**config.mk**
```make
export PLATFORM = sky130hd
export DESIGN_NAME = pipe_stage_skid_reg
export DESIGN_NICKNAME = d
export VERILOG_FILES = /design/src/rtl/pipe_stage_skid_reg.sv
export SDC_FILE = /design/constraint.sdc
export NUM_CORES = 1
export LEC_CHECK = 0
export ABC_AREA = 1
export CAP_MARGIN = 5
export CORE_MARGIN = 3
export CORE_UTILIZATION = 47
export CTS_BUF_LIST = sky130_fd_sc_hd__clkbuf_4
export CTS_CLUSTER_SIZE = 25
export DETAILED_ROUTE_END_ITERATION = 6
export PLACE_DENSITY = 0.72
export SYNTH_ARGS = -nofsm -noshare
export SYNTH_HDL_FRONTEND = slang
export SYNTH_SLANG_ARGS = --single-unit
export TNS_END_PERCENT = 10
```
**constraint.sdc**
```tcl
create_clock -name clk -period 3.1 [get_ports clk]
set_input_delay 0.31 -clock clk [delete_from_list [all_inputs] [get_ports clk]]
set_output_delay 0.31 -clock clk [all_outputs]
set_load 0.01 [all_outputs]
```
**src/rtl/pipe_stage_skid_reg.sv**
```systemverilog
// Valid/ready pipeline register with a 2-entry skid buffer and registered upstream ready.
// Flush turns held entries into bubbles by clearing their control-enable bits.
module pipe_stage_skid_reg #(
  parameter int DATA_W = 101,
  parameter int CTRL_W = 3
) (
  input  logic              clk,
  input  logic              rst,
  input  logic              flush,
  input  logic              in_valid,
  output logic              in_ready,
  input  logic [DATA_W-1:0] in_data,
  output logic              out_valid,
  input  logic              out_ready,
  output logic [DATA_W-1:0] out_data,
  output logic [1:0]        occupancy
);

  // Ones in the control-enable LSBs; also works when CTRL_W == DATA_W.
  localparam logic [DATA_W-1:0] CTRL_MASK = ~({DATA_W{1'b1}} << CTRL_W);

  logic              m_valid_q, m_valid_d;
  logic              s_valid_q, s_valid_d;
  logic [DATA_W-1:0] m_data_q, m_data_d;
  logic [DATA_W-1:0] s_data_q, s_data_d;
  logic              in_ready_q, in_ready_d;
  logic              in_fire;
  logic              out_fire;

  assign in_fire  = in_valid & in_ready_q;
  assign out_fire = m_valid_q & out_ready;

  always_comb begin
    m_valid_d = m_valid_q;
    s_valid_d = s_valid_q;
    m_data_d  = m_data_q;
    s_data_d  = s_data_q;
    if (flush) begin
      m_valid_d = 1'b0;
      s_valid_d = 1'b0;
      m_data_d  = m_data_q & ~CTRL_MASK;
      s_data_d  = s_data_q & ~CTRL_MASK;
    end else if (!m_valid_q) begin
      if (in_fire) begin
        m_valid_d = 1'b1;
        m_data_d  = in_data;
      end
    end else if (out_fire) begin
      // A full skid entry means in_ready is low, so no new beat competes here.
      if (s_valid_q) begin
        m_data_d  = s_data_q;
        s_valid_d = 1'b0;
      end else if (in_fire) begin
        m_data_d = in_data;
      end else begin
        m_valid_d = 1'b0;
      end
    end else if (in_fire) begin
      s_valid_d = 1'b1;
      s_data_d  = in_data;
    end
    in_ready_d = ~s_valid_d;
  end

  always_ff @(posedge clk) begin
    if (rst) begin
      m_valid_q  <= 1'b0;
      s_valid_q  <= 1'b0;
      m_data_q   <= '0;
      s_data_q   <= '0;
      in_ready_q <= 1'b1;
    end else begin
      m_valid_q  <= m_valid_d;
      s_valid_q  <= s_valid_d;
      m_data_q   <= m_data_d;
      s_data_q   <= s_data_d;
      in_ready_q <= in_ready_d;
    end
  end

  assign in_ready  = in_ready_q;
  assign out_valid = m_valid_q;
  assign out_data  = m_valid_q ? m_data_q : (m_data_q & ~CTRL_MASK);
  assign occupancy = {1'b0, m_valid_q} + {1'b0, s_valid_q};

endmodule

```
==> impl_metrics.ini, run 1 <==
[drt]
ant_nets = 0
drt_iter0_drc = 469
routed_wl_um = 24100
drc_errors = 0
dr_total_vias = 9057
firstDrtPassIters = 5
wl_per_cell_um = 12.5
via_per_inst = 4.68

[yosys]
yosys.area.top_type_share_pct = 41.4
ys_seq_area_share_pct = 41.4
syn_area_per_cell_um2 = 6.41
synth_cells = 1545
ys_ff_latch = 205
syn_nets = 1652
syn-cell-area_um2 = 9900
synth_area_leader_cell = dfxtp_1
yosys.cell_types.count = 17
synth.area.top_cells = dfxtp_1, nand2_1, nor2_1
ys_warn_count = 0

[floorplanning]
core_um2 = 20500
start_util_pct = 48.3
die_w_um = 151
die_h_um = 151
die-area_um2 = 22800
io_pins = 211
num_rows = 52

[worst_setup_path]
r2r-start = out_valid
crit_end = occupancy[0]
regToRegSetupSlack_ps = 1030
reg2reg_depth = 6
crit_required_ps = 2790
path_cells = ha_1 -> clkdlybuf4s50_1
criticalPathCategory = flip-flop to output pin
critPathMaxFanout = 21
slowest_delay_ps = 510
critPathSlowestCell = dfxtp_4
worst-path-stages = 2
start_kind = flip-flop
cp.arrival_ps = 1900
crit_start = out_valid
r2r_end = s_data_q[30]
path_delay_family = flip-flops
crit_path_end_kind = output pin
crit_buf_inv = 1

[placed_design]
hpwl_um = 14900
numPortBuffers = 210
gp_congestion = 0.870
pre_cts_slack_ps = 654
placed_area_um2 = 11300

[cts]
cts-buffers-inserted = 57
htreeDepth = 2
cts_root_buf = clkbuf_4
clk_transition_reported_paths_ps = 60
cts_setup_buffers = 0
cts.repair.resized = 0
insertion_delay_ps = 640
cts_tree = built
clk_path_buf_depth = 3
clock_sinks = 205
holdBufCountCts = 0

[global_route]
grt_pass1_wl_um = 38900
antenna_found_initial = 1
grtUsageTotal_pct = 20.5
grt-ovfl-total = 0
grt_pass1_vias = 8213
grt_max_degree = 100

[power_and_ir_drop]
leakage_nw = 5.59
power.share.combinational_pct = 14.1
power_density_nw_per_um2 = 494
p_sw_w = 0.00154
p_int_w = 0.00438
peakVddDrop_uv = 278
p_clk_share_pct = 38.3
p_seq_share_pct = 47.7
swShare_pct = 26.0

[cells_and_area]
postLayoutCoreUtil_pct = 58.5
area_delta_synth_final_pct = 21.1
nets = 1741
drive_gt1_share_pct = 7.44
final_area_um2 = 12000

[timing]
post-route-period-util_pct = 71.3
fmax_mhz = 452
setup_viol = 0
max_slew.worst_pin.slew_ps = 1180
fin_crit_ps = 2210
slew_violations = 0
skew_ps = 30.2
fin_setup_tns_ps = 0
relSlewSlack_pct = 21.2
fin_ws_ps = 889
rsz0062_at_grt = false
hold_viol = 0

[outcome]
status = complete, no violations

[run]
cap_violations = 0

[hold_path]
hold_class = primary input to flip-flop
worst register-to-register path: stages (launching register included):
cell and delay (ps):
dfxtp_4 510, a21oi_1 160, nand2_4 360, clkinv_2 420, buf_12 310, nor2_1 130
nor2_1 60
cell usage after synthesis:
cell type	count
o21ai_0	82
nand4_1	1
buf_1	2
buf_4	121
nand3_1	102
inv_2	21
o21ai_1	20
clkbuf_1	42
nor2_1	409
nor2_2	1
inv_1	93
buf_2	28
ha_1	1
a21oi_1	6
nand2_1	410
nand2_2	1
dfxtp_1	205
power by group through the flow:
stage	registers [W]	clock network [W]	logic (W)
6_report	0.00282	0.00226	0.000832
5_1_grt	0.00283	0.00250	0.000935
4_1_cts	0.00282	0.00236	0.000840
3_5_place_dp	0.00288	0	0.000836
3_3_place_gp	0.00287	0	0.000829
2_1_floorplan	0.00286	0	0.000564
cells by family (layout without fill, tap and decap cells):
group | count (synthesis) | after routing | synth area share [%]
simple gates | 924 | 924 | 36.4
buf+inv | 307 | 428 | 16.6
flops | 205 | 205 | 41.4
compound gates | 108 | 108 | 5.46
fa+ha+maj | 1 | 1 | 0.126
other cells | 0 | 1 | 0
cell usage in the layout, fill, tap and decap left out:
master	instances
nor2_1	409
nand3_1	102
clkinv_2	2
nand4_1	1
o21ai_1	20
inv_1	92
clkinv_1	7
nand2_1	409
inv_6	1
dfxtp_4	2
ha_1	1
buf_4	7
a21oi_1	6
diode_2	1
nor2_4	1
dfxtp_1	203
o21ai_0	82
nand2_4	2
clkbuf_4	83
inv_2	20
buf_12	6
clkdlybuf4s50_1	210
layout make-up:
type,instances,area (µm²)
fillers,2063,8510
multi-input cells,1033,4170
clock inverters,8,31.3
inverters,114,434
repair buffers,223,2270
well taps,270,338
diodes,1,2.50
flip-flops and latches,205,4110
clock buffers,83,623
per-stage QoR:
step | total power [W] | hold slack [ps] | instances
final | 0.00592 | 318 | 1937
after floorplan | 0.00343 | 451 | 1545
after detailed placement | 0.00372 | 471 | 1845
after global routing | 0.00627 | 267 | 1937
after global placement | 0.00370 | 461 | 1845
after CTS | 0.00603 | 251 | 1936
how the worst min path moves through the flow:
| stage | start | endpoint | slack, ps | cells after the start |
|---|---|---|---|---|
| after CTS | in_data[89] | s_data_q[89] | 250 | 3 |
| after floorplan | m_data_q[2] | m_data_q[2] | 450 | 2 |
| after detailed placement | m_data_q[67] | m_data_q[67] | 470 | 2 |
| after global placement | s_data_q[67] | s_data_q[67] | 460 | 2 |
| after global routing | in_data[82] | s_data_q[82] | 270 | 3 |
| final | in_data[84] | s_data_q[84] | 320 | 3 |
per-layer routing:
layer | vias up | global-route usage, % | part of all wire [%]
met2 | 234 | 33.3 | 47
met1 | 3989 | 26.1 | 44
li1 | 4791 | - | -
met4 | 0 | 6.07 | 1.9
met5 | - | 0 | 0
met3 | 43 | 6.43 | 7.1
flip-flops by register name, indices dropped and copies added (netlist names):
register and cells:
out_valid 1, s_valid_q 1, s_data_q 101, in_ready 1, m_data_q 101
Note: power is estimated with default switching activity, not from simulation.
==> run 2: changes to the inputs <==
==> constraint.sdc (replaced) <==
create_clock -name clk -period 2.2 [get_ports clk]
set_input_delay 0.22 -clock clk [delete_from_list [all_inputs] [get_ports clk]]
set_output_delay 0.22 -clock clk [all_outputs]
set_load 0.01 [all_outputs]
==> run 2 against run 1 <==
  * Hold slack got worse by 98 ps
  * Routed wire length rose by 0.88%
  * Clock-buffer cell count increased by 5
  * Sequential power increased by 41%
==> impl_metrics.ini, run 2 (same netlist as run 1, synthesis figures left out) <==
[outcome]
status = complete, no violations

[placed_design]
hpwl_um = 15300
gp_congestion = 0.849
numPortBuffers = 210

[floorplanning]
num_rows = 52
core_um2 = 20500
io_pins = 211
die-area_um2 = 22800
die_w_um = 151
start_util_pct = 48.3
die_h_um = 151

[worst_setup_path]
crit_required_ps = 1980
regToRegSetupSlack_ps = 360
r2r_end = m_data_q[24]
slowest_delay_ps = 530
cp.arrival_ps = 1880
criticalPathCategory = flip-flop to output pin
path_cells = ha_1 -> clkdlybuf4s50_1
r2r-start = s_valid_q
reg2reg_depth = 7
start_kind = flip-flop
crit_path_end_kind = output pin
crit_start = s_valid_q
critPathSlowestCell = clkdlybuf4s50_1
crit_end = occupancy[0]
critPathMaxFanout = 17

[cts]
cts_setup_buffers = 0
cts-buffers-inserted = 55
cts_root_buf = clkbuf_4
clock_sinks = 205
insertion_delay_ps = 650
htreeDepth = 2
clk_transition_reported_paths_ps = 60
holdBufCountCts = 0
clk_path_buf_depth = 3
cts_tree = built
cts.repair.resized = 0

[timing]
fmax_mhz = 476
holdWs_ps = 221
post-route-period-util_pct = 95.4
rsz0062_at_grt = false
skew_ps = 33.9
fin_crit_ps = 2100
setup_viol = 0
relSlewSlack_pct = 42.1
hold_viol = 0
max_slew.worst_pin.slew_ps = 869
slew_violations = 0
fin_setup_tns_ps = 0

[drt]
via_per_inst = 4.67
dr_total_vias = 9111
firstDrtPassIters = 5
drc_errors = 0
routed_wl_um = 24300
drt_iter0_drc = 532
wl_per_cell_um = 12.5
ant_nets = 0

[cells_and_area]
area_delta_synth_final_pct = 22.8
largest_registers = m_data_q x101, s_data_q x101
nets = 1749
final_cell_mix = nand2_1, nor2_1, clkdlybuf4s50_1
drive_gt1_share_pct = 8.21

[global_route]
grtUsageTotal_pct = 21.0
grt_max_degree = 103
grt-ovfl-total = 0
grt_pass1_wl_um = 39900
antenna_found_initial = 2
grt_pass1_vias = 8404

[power_and_ir_drop]
power_w = 0.00849
leakage_nw = 5.68
power_density_nw_per_um2 = 698
peakVddDrop_uv = 365

[hold_path]
hold_class = primary input to flip-flop

[run]
cap_violations = 0
run 2: cell count changes in the layout (fill, tap and decap cells not counted), sizes merged:
| cell | previous run | this run |
|---|---|---|
| buf | 13 | 23 |
| clkbuf | 83 | 88 |
| clkinv | 9 | 8 |
| diode | 1 | 2 |
run 2: worst max-delay path: cells and delay by family (launching register included):
family,cells,cell delay [ps]
flip-flops,1,420
buffers and inverters,1,530
adder cells (fa/ha/maj),1,290
run 2: power breakdown:
group	switching (W)	internal (W)	leakage, nW
Sequential	0.0000893	0.00388	1.68
Combinational	0.000591	0.000615	3.59
Clock	0.00152	0.00179	0.416
Total	0.00220	0.00628	5.68
run 2: per-layer routing:
| metal | routed length [µm] | global-route usage, % | vias up |
|---|---|---|---|
| met3 | 1780 | 6.07 | 38 |
| li1 | - | - | 4822 |
| met1 | 10600 | 26.2 | 4003 |
| met4 | 432 | 7.30 | 0 |
| met2 | 11500 | 34.8 | 248 |
| met5 | 0 | 0 | - |
run 2: layout make-up:
cell class,count,area (µm²)
multi-input cells,1033,4170
repair buffers,233,2410
inverters,114,434
clock buffers,88,661
diodes,2,5.00
well taps,270,338
flip-flops and latches,205,4110
fillers,2019,8330
clock inverters,7,26.3
run 2: stage by stage:
stage | instances | cell area [µm²] | utilization, % | setup slack [ps]
2_1_floorplan | 1545 | 9900 | - | 795
3_3_place_gp | 1855 | 11500 | 56.0 | 232
3_5_place_dp | 1855 | 11500 | 56.0 | 180
4_1_cts | 1950 | 12200 | 59.3 | 35.5
5_1_grt | 1952 | 12200 | 59.3 | 3.92
6_report | 1952 | 12200 | 59.3 | 101
run 2: worst min-delay path by stage:
stage	to	startpoint	cells past startpoint
CTS	s_data_q[89]	in_data[89]	3
finish	s_data_q[88]	in_data[88]	3
floorplan	s_data_q[80]	in_data[80]	2
detailed placement	s_data_q[22]	s_data_q[22]	2
global placement	s_data_q[75]	s_data_q[75]	2
global route	s_data_q[89]	in_data[89]	3
==> run 3: changes to the inputs <==
--- a/config.mk
+++ b/config.mk
@@ -7,12 +7,12 @@
 export LEC_CHECK = 0
 export ABC_AREA = 1
 export CAP_MARGIN = 5
-export CORE_MARGIN = 3
 export CORE_UTILIZATION = 47
 export CTS_BUF_LIST = sky130_fd_sc_hd__clkbuf_4
 export CTS_CLUSTER_SIZE = 25
 export DETAILED_ROUTE_END_ITERATION = 6
 export PLACE_DENSITY = 0.72
+export SLEW_MARGIN = 0
 export SYNTH_ARGS = -nofsm -noshare
 export SYNTH_HDL_FRONTEND = slang
 export SYNTH_SLANG_ARGS = --single-unit
==> run 3 against run 2 <==
  * Non-clock buffer count did not move
  * Largest cell class unchanged
  * Setup slack improved by 42 ps
  * Cell area fell by 0.51%
  * Critical endpoint unchanged
  * Die area fell by 5.2%
  * Via count rose by 0.85%
  * Hold slack got worse by 9.3 ps
  * Critical path depth did not move
==> impl_metrics.ini, run 3 (same netlist as run 1, synthesis figures left out) <==
[outcome]
status = complete, no violations

[timing]
post-route-period-util_pct = 93.5
fin_ws_ps = 143
slew_violations = 0
skew_ps = 21.7
relSlewSlack_pct = 56.8
fin_setup_tns_ps = 0
fin_crit_ps = 2060
max_slew.worst_pin.slew_ps = 648
fmax_mhz = 486
hold_viol = 0
rsz0062_at_grt = false
setup_viol = 0

[power_and_ir_drop]
swShare_pct = 26.5
power_w = 0.00824
power.share.combinational_pct = 14.6
p_clk_share_pct = 37.2
p_int_w = 0.00606
leakage_nw = 5.64
peakVddDrop_uv = 330
power_density_nw_per_um2 = 681
p_seq_share_pct = 48.2
p_sw_w = 0.00218

[placed_design]
pre_cts_slack_ps = 197
hpwl_um = 14500
gp_congestion = 0.865
numPortBuffers = 210

[cells_and_area]
nets = 1748
drive_gt1_share_pct = 7.64
largest_registers = m_data_q x101, s_data_q x101
final_cell_mix = nand2_1, nor2_1, clkdlybuf4s50_1
area_delta_synth_final_pct = 22.2
nFillCells = 2009

[floorplanning]
die_w_um = 147
die_h_um = 147
num_rows = 52
die-area_um2 = 21700
core_um2 = 20400
start_util_pct = 48.5
io_pins = 211

[cts]
cts-buffers-inserted = 54
clk_transition_reported_paths_ps = 60
cts_setup_buffers = 0
htreeDepth = 2
cts_root_buf = clkbuf_4
holdBufCountCts = 0
cts.repair.resized = 0
clock_sinks = 205
cts_tree = built
clk_path_buf_depth = 3
insertion_delay_ps = 630

[drt]
top_layer = met4
ant_nets = 0
dr_total_vias = 9188
dr_wl_met2_um = 10500
wl_per_cell_um = 12.1
drc_errors = 0
drt_iter0_drc = 431
met1_length_um = 10700
met3WireLength_um = 1680
firstDrtPassIters = 5
routed_wl_um = 23600
via_per_inst = 4.72

[hold_path]
hold_end = s_data_q[98]
hold_class = primary input to flip-flop
min_path_cells = 3
holdCritStartpoint = in_data[98]

[worst_setup_path]
crit_path_end_kind = output pin
criticalPathCategory = flip-flop to output pin
r2r_end = m_data_q[53]
r2r-start = in_ready
slowest_delay_ps = 530
critPathSlowestCell = clkdlybuf4s50_1
path_cells = ha_1 -> clkdlybuf4s50_1
start_kind = flip-flop
regToRegSetupSlack_ps = 540
critPathMaxFanout = 11
crit_required_ps = 1980
reg2reg_depth = 8
cp.arrival_ps = 1840

[global_route]
grtUsageTotal_pct = 21.8
grt-ovfl-total = 0
grt_pass1_wl_um = 39200
grt_pass1_vias = 8253
antenna_found_initial = 2
grt_max_degree = 103

[run]
cap_violations = 0
-- run 3: cell count changes in the layout (fill, tap and decap cells not counted), sizes merged --
| cell | delta |
|---|---|
| diode | -1 |
| clkbuf | -13 |
| clkinv | +9 |
-- run 3: worst max-delay path by stage --
stage,startpoint,endpoint,cells after the start
2_1_floorplan,out_valid,m_data_q[40],9
3_3_place_gp,in_valid,m_data_q[53],9
3_5_place_dp,in_valid,m_data_q[90],10
4_1_cts,out_valid,occupancy[0],2
5_1_grt,out_valid,occupancy[0],2
6_report,out_valid,occupancy[0],2
-- run 3: power by group through the flow --
stage / Clock, W / Combinational, W / Sequential [W]
after floorplan: 0 / 0.000795 / 0.00403
after global placement: 0 / 0.00119 / 0.00405
after detailed placement: 0 / 0.00120 / 0.00406
after CTS: 0.00317 / 0.00121 / 0.00398
after global routing: 0.00340 / 0.00134 / 0.00399
final: 0.00307 / 0.00120 / 0.00397
-- run 3: routing by layer --
layer / GRT usage [%] / vias to the layer above
met4: 10.7 / 0
met3: 5.34 / 62
met1: 28.0 / 4041
met5: 0 / -
li1: - / 4802
met2: 34.1 / 283
-- run 3: final cells by class --
type | instances | area [µm²] | share of cell area (%)
inverter | 114 | 434 | 3.59
clock inverter | 16 | 63.8 | 0.527
multi-input combinational | 1033 | 4170 | 34.5
antenna | 1 | 2.50 | 0.0207
timing repair buffer | 233 | 2410 | 19.9
clock buffer | 75 | 563 | 4.65
sequential | 205 | 4110 | 34.0
tap | 270 | 338 | 2.79
-- run 3: per-stage QoR --
stage	cells	cell area, µm²	hold WS [ps]	utilization [%]
2_1_floorplan	1545	9900	369	-
3_3_place_gp	1855	11500	461	56.1
3_5_place_dp	1855	11500	471	56.1
4_1_cts	1946	12100	159	59.2
5_1_grt	1947	12100	190	59.2
6_report	1947	12100	211	59.2
-- run 3: critical path, delay by kind of cell (launching register included) --
family	cells	cell delay (ps)
buffers and inverters	1	530
adder cells (fa/ha/maj)	1	290
flip-flops	1	390
